`src/rtl/serial_adder.sv`:
```
// ----------------------------------------------------------------------------
// serial_adder
//   Bit-serial ripple adder. Two WIDTH-bit operands and a carry-in are
//   accepted over a valid/ready handshake. One sum bit is computed per clock,
//   LSB first, through a single full-adder cell and a carry register. The
//   WIDTH-bit sum and the carry-out are returned over a second valid/ready
//   handshake.
//
//   Optional feature macro: SERIAL_ADDER_OVF_EN
//     When it is defined, an extra output ovf (two's-complement signed
//     overflow) is present and is held alongside sum/cout.
//
// Ports
//   clk        in   rising-edge clock
//   reset_n    in   asynchronous reset, active-low
//   in_valid   in   a, b, cin are valid
//   in_ready   out  block can accept operands (IDLE only)
//   a, b       in   WIDTH-bit operands
//   cin        in   carry-in
//   out_valid  out  sum/cout are valid (DONE only)
//   out_ready  in   consumer accepts the result
//   sum        out  registered (a + b + cin) mod 2^WIDTH
//   cout       out  carry out of bit WIDTH-1
//   ovf        out  signed overflow (only with SERIAL_ADDER_OVF_EN)
//   busy       out  high in RUN or DONE
// ----------------------------------------------------------------------------
module serial_adder #(
    parameter int unsigned WIDTH = 8
) (
    input  logic             clk,
    input  logic             reset_n,
    input  logic             in_valid,
    output logic             in_ready,
    input  logic [WIDTH-1:0] a,
    input  logic [WIDTH-1:0] b,
    input  logic             cin,
    output logic             out_valid,
    input  logic             out_ready,
    output logic [WIDTH-1:0] sum,
    output logic             cout,
`ifdef SERIAL_ADDER_OVF_EN
    output logic             ovf,
`endif
    output logic             busy
);

    localparam int unsigned    CW   = $clog2(WIDTH + 1);
    localparam logic [CW-1:0]  LAST = CW'(WIDTH - 1);

    typedef enum logic [1:0] {
        S_IDLE = 2'd0,
        S_RUN  = 2'd1,
        S_DONE = 2'd2
    } state_t;

    state_t           r_state;
    state_t           w_state_next;

    logic [WIDTH-1:0] r_a_sh;
    logic [WIDTH-1:0] r_b_sh;
    logic [WIDTH-1:0] r_sum;
    logic             r_carry;
    logic             r_cout;
    logic [CW-1:0]    r_cnt;

    logic             w_accept;
    logic             w_run;
    logic             w_last;
    logic             w_s;
    logic             w_c;
    logic [WIDTH-1:0] w_sum_next;

    assign w_accept = (r_state == S_IDLE) && in_valid;
    assign w_run    = (r_state == S_RUN);
    assign w_last   = w_run && (r_cnt == LAST);

    // State register
    always_ff @(posedge clk or negedge reset_n) begin
        if (!reset_n) begin
            r_state <= S_IDLE;
        end else begin
            r_state <= w_state_next;
        end
    end

    // Next-state logic
    always_comb begin
        w_state_next = r_state;
        unique case (r_state)
            S_IDLE: if (in_valid)  w_state_next = S_RUN;
            S_RUN:  if (w_last)    w_state_next = S_DONE;
            S_DONE: if (out_ready) w_state_next = S_IDLE;
            default:               w_state_next = S_IDLE;
        endcase
    end

    // Full-adder cell on the current LSBs; the new sum bit enters at the MSB
    // so that after WIDTH shifts bit 0 of the operands lands in sum[0].
    always_comb begin
        w_s        = r_a_sh[0] ^ r_b_sh[0] ^ r_carry;
        w_c        = (r_a_sh[0] & r_b_sh[0]) | (r_b_sh[0] & r_carry) |
                     (r_a_sh[0] & r_carry);
        w_sum_next = r_sum >> 1;
        w_sum_next[WIDTH-1] = w_s;
    end

    // Datapath
    always_ff @(posedge clk or negedge reset_n) begin
        if (!reset_n) begin
            r_a_sh  <= '0;
            r_b_sh  <= '0;
            r_sum   <= '0;
            r_carry <= 1'b0;
            r_cout  <= 1'b0;
            r_cnt   <= '0;
        end else if (w_accept) begin
            r_a_sh  <= a;
            r_b_sh  <= b;
            r_carry <= cin;
            r_sum   <= '0;
            r_cnt   <= '0;
        end else if (w_run) begin
            r_a_sh  <= r_a_sh >> 1;
            r_b_sh  <= r_b_sh >> 1;
            r_sum   <= w_sum_next;
            r_carry <= w_c;
            r_cnt   <= r_cnt + CW'(1);
            if (w_last) begin
                r_cout <= w_c;
            end
        end
    end

`ifdef SERIAL_ADDER_OVF_EN
    logic r_ovf;

    // On the last bit r_carry is the carry into the MSB and w_c the carry out.
    always_ff @(posedge clk or negedge reset_n) begin
        if (!reset_n) begin
            r_ovf <= 1'b0;
        end else if (w_last) begin
            r_ovf <= r_carry ^ w_c;
        end
    end

    assign ovf = r_ovf;
`endif

    assign in_ready  = (r_state == S_IDLE);
    assign out_valid = (r_state == S_DONE);
    assign busy      = (r_state == S_RUN) || (r_state == S_DONE);
    assign sum       = r_sum;
    assign cout      = r_cout;

endmodule

```
`config.mk`:
```
export PLATFORM = sky130hd
export DESIGN_NAME = serial_adder
export DESIGN_NICKNAME = d
export VERILOG_FILES = /design/src/rtl/serial_adder.sv
export SDC_FILE = /design/constraint.sdc
export NUM_CORES = 1
export LEC_CHECK = 0
export CAP_MARGIN = 20
export CORE_UTILIZATION = 35
export CTS_CLUSTER_DIAMETER = 40
export DETAILED_ROUTE_END_ITERATION = 8
export GPL_TIMING_DRIVEN = 0
export PLACE_DENSITY = 0.65
export SYNTH_ARGS = -nofsm -noshare
export SYNTH_HDL_FRONTEND = slang
export SYNTH_SLANG_ARGS = --single-unit
export TNS_END_PERCENT = 30
```
`constraint.sdc`:
```
create_clock -name clk -period 2 [get_ports clk]
set_input_delay 0.6 -clock clk [delete_from_list [all_inputs] [get_ports clk]]
set_output_delay 0.6 -clock clk [all_outputs]
set_load 0.005 [all_outputs]
```
==> out/qor.txt <==
==================================================================================
Number of warnings printed during yosys synthesis                                0
Post-detailed-route DRC marker count                                             0
Total power per unit cell area                                         1410 mW/mm²
Maxcap violations                                                                0
Sequential fraction of the synthesis area                                    0.519
Total standard cell area after synthesis                               0.00154 mm²
Core utilization of the finished layout                                      0.492
Maximum fanout along the worst path                                              2
Via count of the first global-routing pass                                   1,080
Worst hold margin                                                         0.358 ns
Root buf cell                                                         sky130_fd_sc_hd__clkbuf_8
Total area of sequential cells                                             801 µm²
Count of final max-slew check failures                                           0
Hpwl dp                                                                    2120 µm
Worst EP required                                                          1.40 ns
Cell type of the slowest stage on the worst timing path               sky130_fd_sc_hd__dfrtp_1
Post-detailed-routing wire length                                          3000 µm
Total CTS buffers                                                                5
Proportion of synthesized area in mux cells                                  0.170
Fraction of layout instances using a drive strength above 1                  0.145
Post-place instance area                                               0.00192 mm²
Remaining number of nets flagged by the antenna check after routing              0
Library cells used by synthesis                                                 24
Path type of the worst min-delay path                                 primary input to asynchronous set/reset pin
Most frequent cells in the layout                                     sky130_fd_sc_hd__dfrtp_1, sky130_fd_sc_hd__clkdlybuf4s50_1, sky130_fd_sc_hd__mux2i_1, sky130_fd_sc_hd__nand2_1, sky130_fd_sc_hd__o21ai_0
Worst-path cell chain                                                 inv_1, ha_2, dlygate4sd2_1
Post-Synthesis Cells                                                           137
Area delta synth->final                                                      31.2%
Setup slack after placement                                              0.0366 ns
Final number of setup-violating endpoints                                        0
Die area                                                               0.00468 mm²
Maximum frequency from static timing analysis                              534 MHz
Type of element launching the critical path                              flip-flop
TritonCTS clock tree                                                           yes
Insertion delay of the later-clocked pin in the worst-skew pair            0.28 ns
Area fraction in and, or, nand and nor cells after synthesis                 0.122
Time the final worst path needs with I/O delays and setup                  1.87 ns
Most common library cell in the layout ignoring fill and taps         sky130_fd_sc_hd__dfrtp_1
Status                                                                finished clean
Clk slew on worst S/H paths                                                0.06 ns
Biggest cell delay along the critical path                                 0.38 ns
Arrival time worst endpoint                                                1.27 ns
Number of synthesized register bits                                             32
Dominant combinational cell family by area after synthesis            multiplexers
Synth Area in Adders                                                        0.0535
Detailed-route vias per instance                                              4.80
Number of diodes                                                                 0
Initial antenna violation count                                                  0
Clock buffer depth                                                               2
Post-route design area                                                 0.00203 mm²
Total congestion overflow                                                        0
DRC violation total after the first TritonRoute iteration                       30
Height of the die                                                          68.4 µm
All-Layer GR Usage                                                           0.150
IR Drop Worst-Case VDD                                                  0.000704 V
Number of clock sinks                                                           32
Final layout net count                                                         205
Syn Area/Cell                                                             11.3 µm²
RSZ-0062 raised after global routing                                            no
Power consumption                                                          2.85 mW
Number of placement rows                                                        23
Core area                                                              0.00412 mm²
Worst slew slack as a fraction of its limit                                  0.539
Final-report hold violation count                                                0
Area occupied by multi-input gates                                         669 µm²
Worst-Margin Slew                                                         0.692 ns
Router iterations before antenna repair                                          4
Worst-case reg-to-reg path depth                                                 5
Initial standard-cell utilization of the core                                0.375
Element type at the critical path end                                 primary output
Number of filler cells placed in the layout                                    379
Worst clock skew                                                        0.00241 ns
Leakage power summed over all cells                                       0.985 nW
Critical path class                                                   flip-flop to primary output
Total of buffers placed on input and output ports                               32
XOR/XNOR share of the synthesized area                                      0.0170
Average detailed-routed wire length per instance                           13.1 µm
DIE WIDTH                                                                  68.4 µm
Io pins                                                                         33
Compound-cell area share of the yosys netlist                               0.0697
Minimum setup slack in the final design                                   0.128 ns
Routed via count                                                             1,099
Final period utilization                                                     0.936
Final weighted congestion in routability-driven placement                    0.758
Largest net degree at the start of global routing                               33
Wire length of the first global-routing pass                               4930 µm
Number of nets produced by synthesis                                           164
# H-tree levels                                                                  2
==================================================================================
## cells in the mapped netlist, drive strengths merged
cell type | number | area [µm²]
ha | 5 | 62.6
nor3 | 1 | 5.00
xnor2 | 1 | 8.76
dfrtp | 32 | 801
fa | 1 | 20.0
clkbuf | 1 | 13.8
and2 | 1 | 6.26
mux2i | 24 | 240
nand2 | 19 | 71.3
inv | 2 | 7.51
nand2b | 2 | 12.5
o21ai | 17 | 85.1
nor2 | 13 | 48.8
mux2 | 2 | 22.5
and2b | 2 | 17.5
o32a | 1 | 10.0
nand4 | 1 | 6.26
buf | 8 | 55.1
a211oi | 1 | 12.5
nand3b | 1 | 20.0
xor2 | 2 | 17.5
## state kept, by name (all words and copies together), names as in the netlist
signal   flops
r_b_sh       8
r_carry      1
r_state      2
cout         1
r_cnt        4
sum          8
r_a_sh       8
## stage by stage
stage               std cells  setup TNS [ns]
finish                    229               0
global route              229               0
CTS                       229               0
detailed placement        219               0
global placement          219           -8.46
floorplan                 137               0
## power by group
part,internal [mW],total (mW),switching (mW)
Combinational,0.680,1.27,0.590
Sequential,0.914,1.08,0.170
Clock,0.280,0.498,0.218
Total,1.87,2.85,0.978
## layer usage
metal | wire length [µm] | vias up | share of wire | GRT usage
met3 | 145 | 4 | 0.048 | 0.0550
met2 | 1440 | 31 | 0.48 | 0.239
met1 | 1390 | 523 | 0.46 | 0.184
li1 | - | 541 | - | -
met5 | 0 | - | 0 | 0
met4 | 23 | 0 | 0.0077 | 0.0573
## kinds of logic (layout without fill, tap and decap cells)
family / count (synthesis) / in the layout
adders and majority gates: 6 / 6
buffers and inverters: 11 / 53
DFF: 32 / 32
muxes: 26 / 26
AOI/OAI and AO/OA: 19 / 19
and+or+nand+nor: 40 / 40
xor gates and xnor gates: 3 / 3
## worst max-delay path, delay by kind of cell (launching register included)
kind	cells	cell delay, ns
flip-flops	1	0.38
buffers and inverters	2	0.35
adder cells (fa/ha/maj)	1	0.27
## timing repair
item / 4_1_cts / 5_1_grt
gates resized for setup: 5 / 0
hold buffers: 0 / 0
buffers inserted: 2 / 0
hold endpoints to repair: 0 / 0
setup endpoints to repair: 3 / 0
## final cells by class
cell class / instances / area share
clock buffer: 8 / 0.0445
buffer: 9 / 0.0340
multi-input combinational: 94 / 0.330
tap: 50 / 0.0309
sequential: 32 / 0.395
timing repair buffer: 34 / 0.161
inverter: 2 / 0.00371
## worst paths after layout
| path | start | endpoint | slack [ns] |
|---|---|---|---|
| max in group asynchronous | reset_n | r_b_sh[0]$_DFFE_PN0P_ | 1.19 |
| worst max-delay path | r_state[0]$_DFFE_PN0P_ | busy | 0.13 |
| worst min-delay path | reset_n | r_cnt[3]$_DFFE_PN0P_ | 0.36 |
| worst min register to register | cout$_DFFE_PN0P_ | cout$_DFFE_PN0P_ | 0.51 |
| min in group clk | cout$_DFFE_PN0P_ | cout$_DFFE_PN0P_ | 0.51 |
| worst max register to register | r_state[1]$_DFFE_PN0P_ | r_state[0]$_DFFE_PN0P_ | 0.40 |
(Power assumes the default switching activity.)
